<file path="src/rtl/uart_autobaud_ctrl.sv">
// Divisor controller for the UART 16x baud generator: software passthrough or
// auto-baud lock by timing a received 0x55 sync character on the RX line.
module uart_autobaud_ctrl #(
  parameter int unsigned DIV_WIDTH = 20
) (
  input  logic                 clk,
  input  logic                 rst_n,
  input  logic                 rx_in,
  input  logic                 auto_en,
  input  logic                 start,
  input  logic [DIV_WIDTH-1:0] sw_divisor,
  output logic [DIV_WIDTH-1:0] divisor_out,
  output logic                 busy,
  output logic                 done,
  output logic                 error
);

  localparam int unsigned CNT_WIDTH = DIV_WIDTH + 7;

  typedef enum logic [2:0] {IDLE, ARMED, MEASURE, CHECK, FAIL} state_t;

  state_t               state, state_d;
  logic                 rx_meta, rx_s, rx_s_prev;
  logic [CNT_WIDTH-1:0] cnt, cnt_d, last, last_d, ref_int, ref_d, total, total_d;
  logic [2:0]           edges, edges_d;
  logic [DIV_WIDTH-1:0] div_d;
  logic                 busy_d, done_d, error_d;

  logic                 fall;
  logic [CNT_WIDTH-1:0] cnt_inc, interval, lo;
  logic [CNT_WIDTH:0]   hi;
  logic                 in_range;
  logic [DIV_WIDTH:0]   div_wide;

  assign fall     = rx_s_prev & ~rx_s;
  assign cnt_inc  = cnt + CNT_WIDTH'(1);
  assign interval = cnt_inc - last;
  assign lo       = ref_int - (ref_int >> 2);
  assign hi       = {1'b0, ref_int} + {1'b0, ref_int >> 2};
  assign in_range = (interval >= lo) && ({1'b0, interval} <= hi);
  // total/128 rounded to nearest; one extra bit keeps the +64 from overflowing
  assign div_wide = (DIV_WIDTH+1)'(({1'b0, total} + (CNT_WIDTH+1)'(64)) >> 7);

  // Next-state, datapath and output decode
  always_comb begin
    state_d = state;
    cnt_d   = cnt;
    last_d  = last;
    ref_d   = ref_int;
    total_d = total;
    edges_d = edges;
    div_d   = auto_en ? divisor_out : sw_divisor;
    done_d  = 1'b0;

    unique case (state)
      IDLE: begin
        if (start && auto_en) state_d = ARMED;
      end
      ARMED: begin
        if (fall) begin
          cnt_d   = '0;
          last_d  = '0;
          ref_d   = '0;
          edges_d = '0;
          state_d = MEASURE;
        end
      end
      MEASURE: begin
        if (cnt == '1) begin
          state_d = FAIL;
        end else begin
          cnt_d = cnt_inc;
          if (fall) begin
            last_d  = cnt_inc;
            edges_d = 3'(edges + 3'd1);
            if (edges == 3'd0) begin
              ref_d = interval;
            end else if (!in_range) begin
              state_d = FAIL;
            end else if (edges == 3'd3) begin
              total_d = cnt_inc;
              state_d = CHECK;
            end
          end
        end
      end
      CHECK: begin
        if (div_wide > (DIV_WIDTH+1)'(1)) begin
          div_d   = div_wide[DIV_WIDTH-1:0];
          done_d  = 1'b1;
          state_d = IDLE;
        end else begin
          state_d = FAIL;
        end
      end
      FAIL: begin
        state_d = IDLE;
      end
      default: state_d = IDLE;
    endcase

    // Leaving auto mode abandons any measurement silently
    if (!auto_en && (state inside {ARMED, MEASURE, CHECK})) begin
      state_d = IDLE;
      done_d  = 1'b0;
      div_d   = sw_divisor;
    end

    error_d = (state_d == FAIL);
    busy_d  = (state_d inside {ARMED, MEASURE, CHECK});
  end

  // State, synchroniser, datapath and registered outputs
  always_ff @(posedge clk or negedge rst_n) begin
    if (!rst_n) begin
      state       <= IDLE;
      rx_meta     <= 1'b1;
      rx_s        <= 1'b1;
      rx_s_prev   <= 1'b1;
      cnt         <= '0;
      last        <= '0;
      ref_int     <= '0;
      total       <= '0;
      edges       <= '0;
      divisor_out <= '0;
      busy        <= 1'b0;
      done        <= 1'b0;
      error       <= 1'b0;
    end else begin
      state       <= state_d;
      rx_meta     <= rx_in;
      rx_s        <= rx_meta;
      rx_s_prev   <= rx_s;
      cnt         <= cnt_d;
      last        <= last_d;
      ref_int     <= ref_d;
      total       <= total_d;
      edges       <= edges_d;
      divisor_out <= div_d;
      busy        <= busy_d;
      done        <= done_d;
      error       <= error_d;
    end
  end

endmodule
</file>
<file path="config.mk">
export PLATFORM = sky130hd
export DESIGN_NAME = uart_autobaud_ctrl
export DESIGN_NICKNAME = d
export VERILOG_FILES = /design/src/rtl/uart_autobaud_ctrl.sv
export SDC_FILE = /design/constraint.sdc
export NUM_CORES = 1
export LEC_CHECK = 0
export CORE_UTILIZATION = 50
export CTS_BUF_LIST = sky130_fd_sc_hd__clkbuf_8
export DETAILED_ROUTE_END_ITERATION = 8
export HOLD_SLACK_MARGIN = 0.08
export PLACE_DENSITY_LB_ADDON = 0.1
export SLEW_MARGIN = 20
export SYNTH_ARGS = -nofsm -noshare
export SYNTH_HDL_FRONTEND = slang
export SYNTH_SLANG_ARGS = --single-unit
export TNS_END_PERCENT = 30
</file>
<file path="constraint.sdc">
create_clock -name clk -period 9.1 [get_ports clk]
set_input_delay 0.91 -clock clk [delete_from_list [all_inputs] [get_ports clk]]
set_output_delay 0.91 -clock clk [all_outputs]
set_load 0.01 [all_outputs]
</file>
==> summary.txt, run 1 <==
status - finished clean
leakage power - 6.06 nW
Synth Flop Type - dfrtp_1
largest net degree at the start of global routing - 73
RR Startpoint - cnt[2]$_DFFE_PN0P_
Ports - 48
Period minus WS final - 6.74 ns
CTS tree - yes
CP Max Fanout - 22
ratio of cells with drive above 1 in the final layout - 6.76%
average wire per standard cell - 17.4 um
Hold Slack - 0.362 ns
core area - 0.0228 mm^2
Final setup viols - 0
total CTS buffers - 17
post-synthesis cell type count - 87
Mapped Cells - 1378
maximum root-to-sink buffer count - 2
Clock Pin Slew Worst Setup and Hold Paths - 0.09 ns
Worst slew margin - 38.0%
GPL Wtd Cong - 0.868
largest vdd supply drop - 181 uV
Buffers on Ports - 47
num rows - 55
chip height - 155 um
Async SR Flop Fraction - 100%
Avg Cell Area, Syn - 8.51 um^2
detailed-route wire length - 29.8 mm
Worst EP required - 9.43 ns
fmax - 148 MHz
Crit Path Class - flip-flop to flip-flop
min-delay worst type - flip-flop to flip-flop
Fin Clk Skew - 0.0142 ns
Synth warnings - 0
htree depth - 4
post-synthesis sequential area ratio - 28.6%
type of destination of the critical path - flip-flop
Die ar. - 0.0241 mm^2
top post-synthesis cells by area - dfrtp_1 28%, ha_1 14%, xnor2_1 5.5%
CP peak stage delay - 0.47 ns
clk sinks - 134
CTS Hold Bufs - 0
crit path launch - cnt[2]$_DFFE_PN0P_
max-slew violations - 0
vias in the first global route - 9489
GRT Total Usage - 26.0%
Mapped Area - 0.0117 mm^2
Total Neg Setup Slack - 0 ns
Pwr Density - 371 mW/mm^2
first-pass GRT wire length - 49.5 mm
Worst-Margin Slew - 0.927 ns
critical path arrival - 7.07 ns
Pre-antenna DRT Iters - 5
ANT nets after route - 0
Fin. Hold Viols - 0
Layout Nets - 1549
Die Span X - 155 um
Tcrit/Tclk final - 74.1%
EDFF count, synth - 0
most used cell, CP - a21oi_1
Post-DP HPWL - 23.0 mm
initial antenna violation count - 0
post-cts resize count - 0
crit path max-delay cell type - dfrtp_1
total gr overflow - 0
Setup Buffers After CTS - 0
Initial Util - 51.3%
DRC - 0
Worst Hold Launch - rx_meta$_DFF_PN1_
#FFs+latches synth - 134
Final Util - 55.8%
synthesized net count - 1535
Initial DRC Count - 658
synth-to-layout area growth - 8.80%
CTS root buf - clkbuf_8
unrepaired setup endpoints after global routing - false
clock latency on the worst-skew pair - 0.45 ns
CP startpoint kind - flip-flop
Vias/cell - 5.73
top cell type's share of synthesized area - 28.0%
n_diodes - 0
number of max-cap violations - 0
area leader, netlist - dfrtp_1
DR vias - 9848
==> path summary, 6_finish.rpt <==
| check | end | slack, ns | depth (start not counted) |
|---|---|---|---|
| max in group asynchronous | ref_int[18]$_DFFE_PN0P_ | 7.31 | 2 |
| worst min register to register | rx_s$_DFF_PN1_ | 0.36 | 0 |
| worst max register to register | total[6]$_DFFE_PN0P_ | 2.36 | 27 |
| worst min-delay path | rx_s$_DFF_PN1_ | 0.36 | 0 |
| worst max-delay path | total[6]$_DFFE_PN0P_ | 2.36 | 27 |
| min in group asynchronous | cnt[1]$_DFFE_PN0P_ | 0.43 | 1 |
==> placed cells by master, fill, tap and decap left out, drive strengths merged, types with 16 or more instances in the layout <==
cell type and instances:
nand3 60, clkbuf 19, nand2b 19, o21bai 16
mux2i 20, a21o 21, xnor2 75, ha 129
a21oi 93, xor2 37, dfrtp 131, nor3 23
nand4 17, mux2 21, and3 17, o21ai 126
inv 119, nand2 128, clkdlybuf4s50 46, nor2 88
a22o 34
==> where the power goes <==
part / leakage [nW] / switching [W] / total (W) / internal [W]
logic: 4.06 / 0.00205 / 0.00346 / 0.00141
clock network: 0.202 / 0.000272 / 0.000512 / 0.000240
registers: 1.80 / 0.0000944 / 0.000754 / 0.000660
==> synth_stat cells (all sizes together) (15+ instances only) <==
cell,count
clkbuf,38
nor2,88
a21o,21
o21ai,126
mux2i,20
a22o,34
buf,17
dfrtp,131
ha,129
inv,113
o21bai,16
o21a,15
nor3,23
mux2,21
xnor2,75
a21oi,93
nor2b,15
nand2b,19
nand2,128
nand3,60
xor2,37
nand4,17
and3,17
==> state kept, by name, indices dropped and copies added, names as in the netlist <==
signal / flops
rx_s: 1
busy: 1
edges: 3
state: 3
total: 21
divisor_out: 20
ref_int: 27
error: 1
rx_s_prev: 1
last: 27
rx_meta: 1
done: 1
cnt: 27
==> metrics by stage <==
| stage | std cells | area, um^2 | setup WS [ns] | total power, W |
|---|---|---|---|---|
| 6_report | 1718 | 12800 | 2.36 | 0.00473 |
| 5_1_grt | 1718 | 12800 | 1.69 | 0.00519 |
| 4_1_cts | 1718 | 12800 | 2.39 | 0.00473 |
| 3_5_place_dp | 1686 | 12400 | 2.42 | 0.00419 |
| 3_3_place_gp | 1686 | 12400 | 2.64 | 0.00414 |
| 2_1_floorplan | 1378 | 11700 | 3.33 | 0.00337 |
==> area by class of cell <==
class | count | area [um^2]
repair buffers | 50 | 494
inverters | 114 | 428
fillers | 2166 | 10100
flip-flops and latches | 134 | 3360
clock buffers | 19 | 262
well taps | 313 | 392
multi-input cells | 1075 | 7690
clock inverters | 13 | 139
==> routing by layer <==
| layer | share of wire, % | GRT usage [%] | vias up |
|---|---|---|---|
| li1 | - | - | 4910 |
| met1 | 48 | 36.6 | 4726 |
| met2 | 47 | 42.4 | 182 |
| met3 | 3.2 | 3.40 | 30 |
| met4 | 1.5 | 6.41 | 0 |
| met5 | 0 | 0 | - |
==> logic make-up after synthesis <==
logic type,after synthesis,share of synthesized area [%]
and+or+nand+nor,403,16.9
AOI/OAI and AO/OA,385,21.5
buffers and inverters,169,5.87
adders and majority gates,134,14.4
DFF,134,28.6
xor gates and xnor gates,112,8.43
muxes,41,4.27
==> critical path: cells and delay by family, from the launching register on <==
kind / cells / cell delay (ns)
multiplexers: 2 / 0.63
buffers and inverters: 2 / 0.18
flip-flops: 1 / 0.47
XOR/XNOR: 1 / 0.31
adder cells (fa/ha/maj): 3 / 0.96
AO/OA/AOI/OAI: 7 / 1.73
AND/OR/NAND/NOR: 12 / 2.31
No activity file was read; power rests on OpenSTA's default activity.
==> run 2, diff against run 1 <==
clock period = 5.5 ns   (was 9.1 ns; I/O delays follow)
==> run 2 against run 1 <==
Effect of this change:
- first-iteration DRC count down 19%
- largest cell class unchanged
- critical endpoint is now total[17]$_DFFE_PN0P_
- worst setup slack got worse by 2.2 ns
- fmax increased by 25%
- global-route usage is 1.0 points higher
- clock skew rose by 0.0044 ns
- total power up 89%
- final cell count up 9.1%
- design area rose by 16%
- worst hold slack got worse by 0.30 ns
- critical path depth is 1 higher
- combinational power is 100% higher
- utilization is 8.8 points higher
==> summary.txt, run 2 (synthesized netlist as in run 1, its figures left out) <==
Final setup viols - 0
Total Neg Setup Slack - 0 ns
CP peak stage delay - 0.44 ns
ratio of cells with drive above 1 in the final layout - 23.5%
initial antenna violation count - 0
GPL Wtd Cong - 0.931
Die Span X - 155 um
maximum root-to-sink buffer count - 2
clock latency on the worst-skew pair - 0.47 ns
switch share - 49.2%
switching power - 0.00439 W
CP startpoint kind - flip-flop
num rows - 55
Worst EP required - 5.85 ns
WP buf/inv - 2
vias in the first global route - 10.0k
Ports - 48
chip height - 155 um
CP Max Fanout - 6
DP Area - 0.0134 mm^2
Worst slew margin - 22.9%
ANT nets after route - 0
htree depth - 4
detailed-route wire length - 32.6 mm
status - finished clean
Clock Pin Slew Worst Setup and Hold Paths - 0.08 ns
CP delay by family, top - simple AND/OR/NAND/NOR gates
average wire per standard cell - 17.4 um
DRC - 0
unrepaired setup endpoints after global routing - true
biggest regs - cnt: 27 flops, last: 27 flops, ref_int: 27 flops
Die ar. - 0.0241 mm^2
Vias/cell - 5.62
Initial Util - 51.3%
largest vdd supply drop - 381 uV
Layout Nets - 1705
first-pass GRT wire length - 51.3 mm
CTS Hold Bufs - 0
total CTS buffers - 17
Gate power share - 77.4%
type of destination of the critical path - flip-flop
Pwr Density - 604 mW/mm^2
CTS root buf - clkbuf_8
sequential power share - 14.0%
Fin Clk Skew - 0.0186 ns
clk sinks - 134
largest net degree at the start of global routing - 71
n_diodes - 0
Buffers on Ports - 47
Internal - 0.00454 W
total gr overflow - 0
Initial DRC Count - 535
crit path max-delay cell type - or4_4
Fin. Hold Viols - 0
DR vias - 10.5k
GRT Total Usage - 27.1%
design area - 0.0148 mm^2
synth-to-layout area growth - 25.9%
core area - 0.0228 mm^2
min-delay worst type - input pin to async pin
Post-DP HPWL - 24.2 mm
max-slew violations - 0
Worst-Margin Slew - 1.15 ns
number of max-cap violations - 0
leakage power - 6.96 nW
critical path arrival - 5.72 ns
CTS tree - yes
Crit Path Class - flip-flop to flip-flop
Period minus WS final - 5.37 ns
commonest cells after routing, fill and taps aside - 148 x buf_4, 128 x dfrtp_1, 121 x nand2_1
fmax - 186 MHz
clock power share - 8.6%
most common cell after layout, fill and taps aside - buf_4
Tcrit/Tclk final - 97.7%
Pre-antenna DRT Iters - 5
Power, Total - 0.00892 W
-- run 2: path summary, 6_finish.rpt --
check,start,to,slack [ns],depth (start not counted)
max,cnt[5]$_DFFE_PN0P_,total[17]$_DFFE_PN0P_,0.13,28
min,rst_n,edges[0]$_DFFE_PN0P_,0.06,1
max reg2reg,cnt[5]$_DFFE_PN0P_,total[17]$_DFFE_PN0P_,0.13,28
min reg2reg,rx_meta$_DFF_PN1_,rx_s$_DFF_PN1_,0.36,0
max in group asynchronous,rst_n,total[8]$_DFFE_PN0P_,4.08,2
min in group clk,rx_meta$_DFF_PN1_,rx_s$_DFF_PN1_,0.36,0
-- run 2: power groups by stage --
stage | registers (W) | clock network (W) | logic, W
after floorplan | 0.00121 | 0 | 0.00437
after global placement | 0.00125 | 0 | 0.00601
after detailed placement | 0.00125 | 0 | 0.00610
after CTS | 0.00124 | 0.000784 | 0.00624
after global routing | 0.00127 | 0.000824 | 0.00764
final | 0.00125 | 0.000767 | 0.00691
-- run 2: final cells by class --
type,count,area (um^2)
Tap cell,313,392
Inverter,114,428
Clock inverter,14,103
Fill cell,1952,8080
Multi-Input combinational cell,1075,8500
Clock buffer,18,248
Timing Repair Buffer,206,1730
Sequential cell,134,3360
-- run 2: what timing repair did --
action	in CTS	in global routing
gates cloned	0	1
pin swaps	8	78
setup endpoints to repair	25	26
setup buffers	4	14
gates resized for setup	16	144
-- run 2: stage by stage --
step	hold WS (ns)	setup WS [ns]	cells	util, %
final	0.0630	0.129	1874	64.6
after global routing	0.111	-0.132	1874	64.6
after CTS	0.102	0.00393	1859	60.7
after detailed placement	0.348	-0.124	1823	58.7
after global placement	0.347	0.0150	1823	58.7
after floorplan	0.254	0.0216	1378	-
-- run 2: worst reg2reg max path, delay by kind of cell, from the launching register on --
family / cells / cell delay [ns]
AND/OR/NAND/NOR: 12 / 1.90
AO/OA/AOI/OAI: 8 / 1.26
buffers and inverters: 2 / 0.28
XOR/XNOR: 2 / 0.25
multiplexers: 1 / 0.29
adder cells (fa/ha/maj): 3 / 0.93
flip-flops: 1 / 0.36
-- run 2: routing by layer --
metal	vias to the layer above	global-route usage (%)	routed length, um
li1	5222	-	-
met1	5059	36.8	15100
met2	200	45.7	15800
met3	42	3.59	1030
met4	0	6.22	652
met5	-	0	0
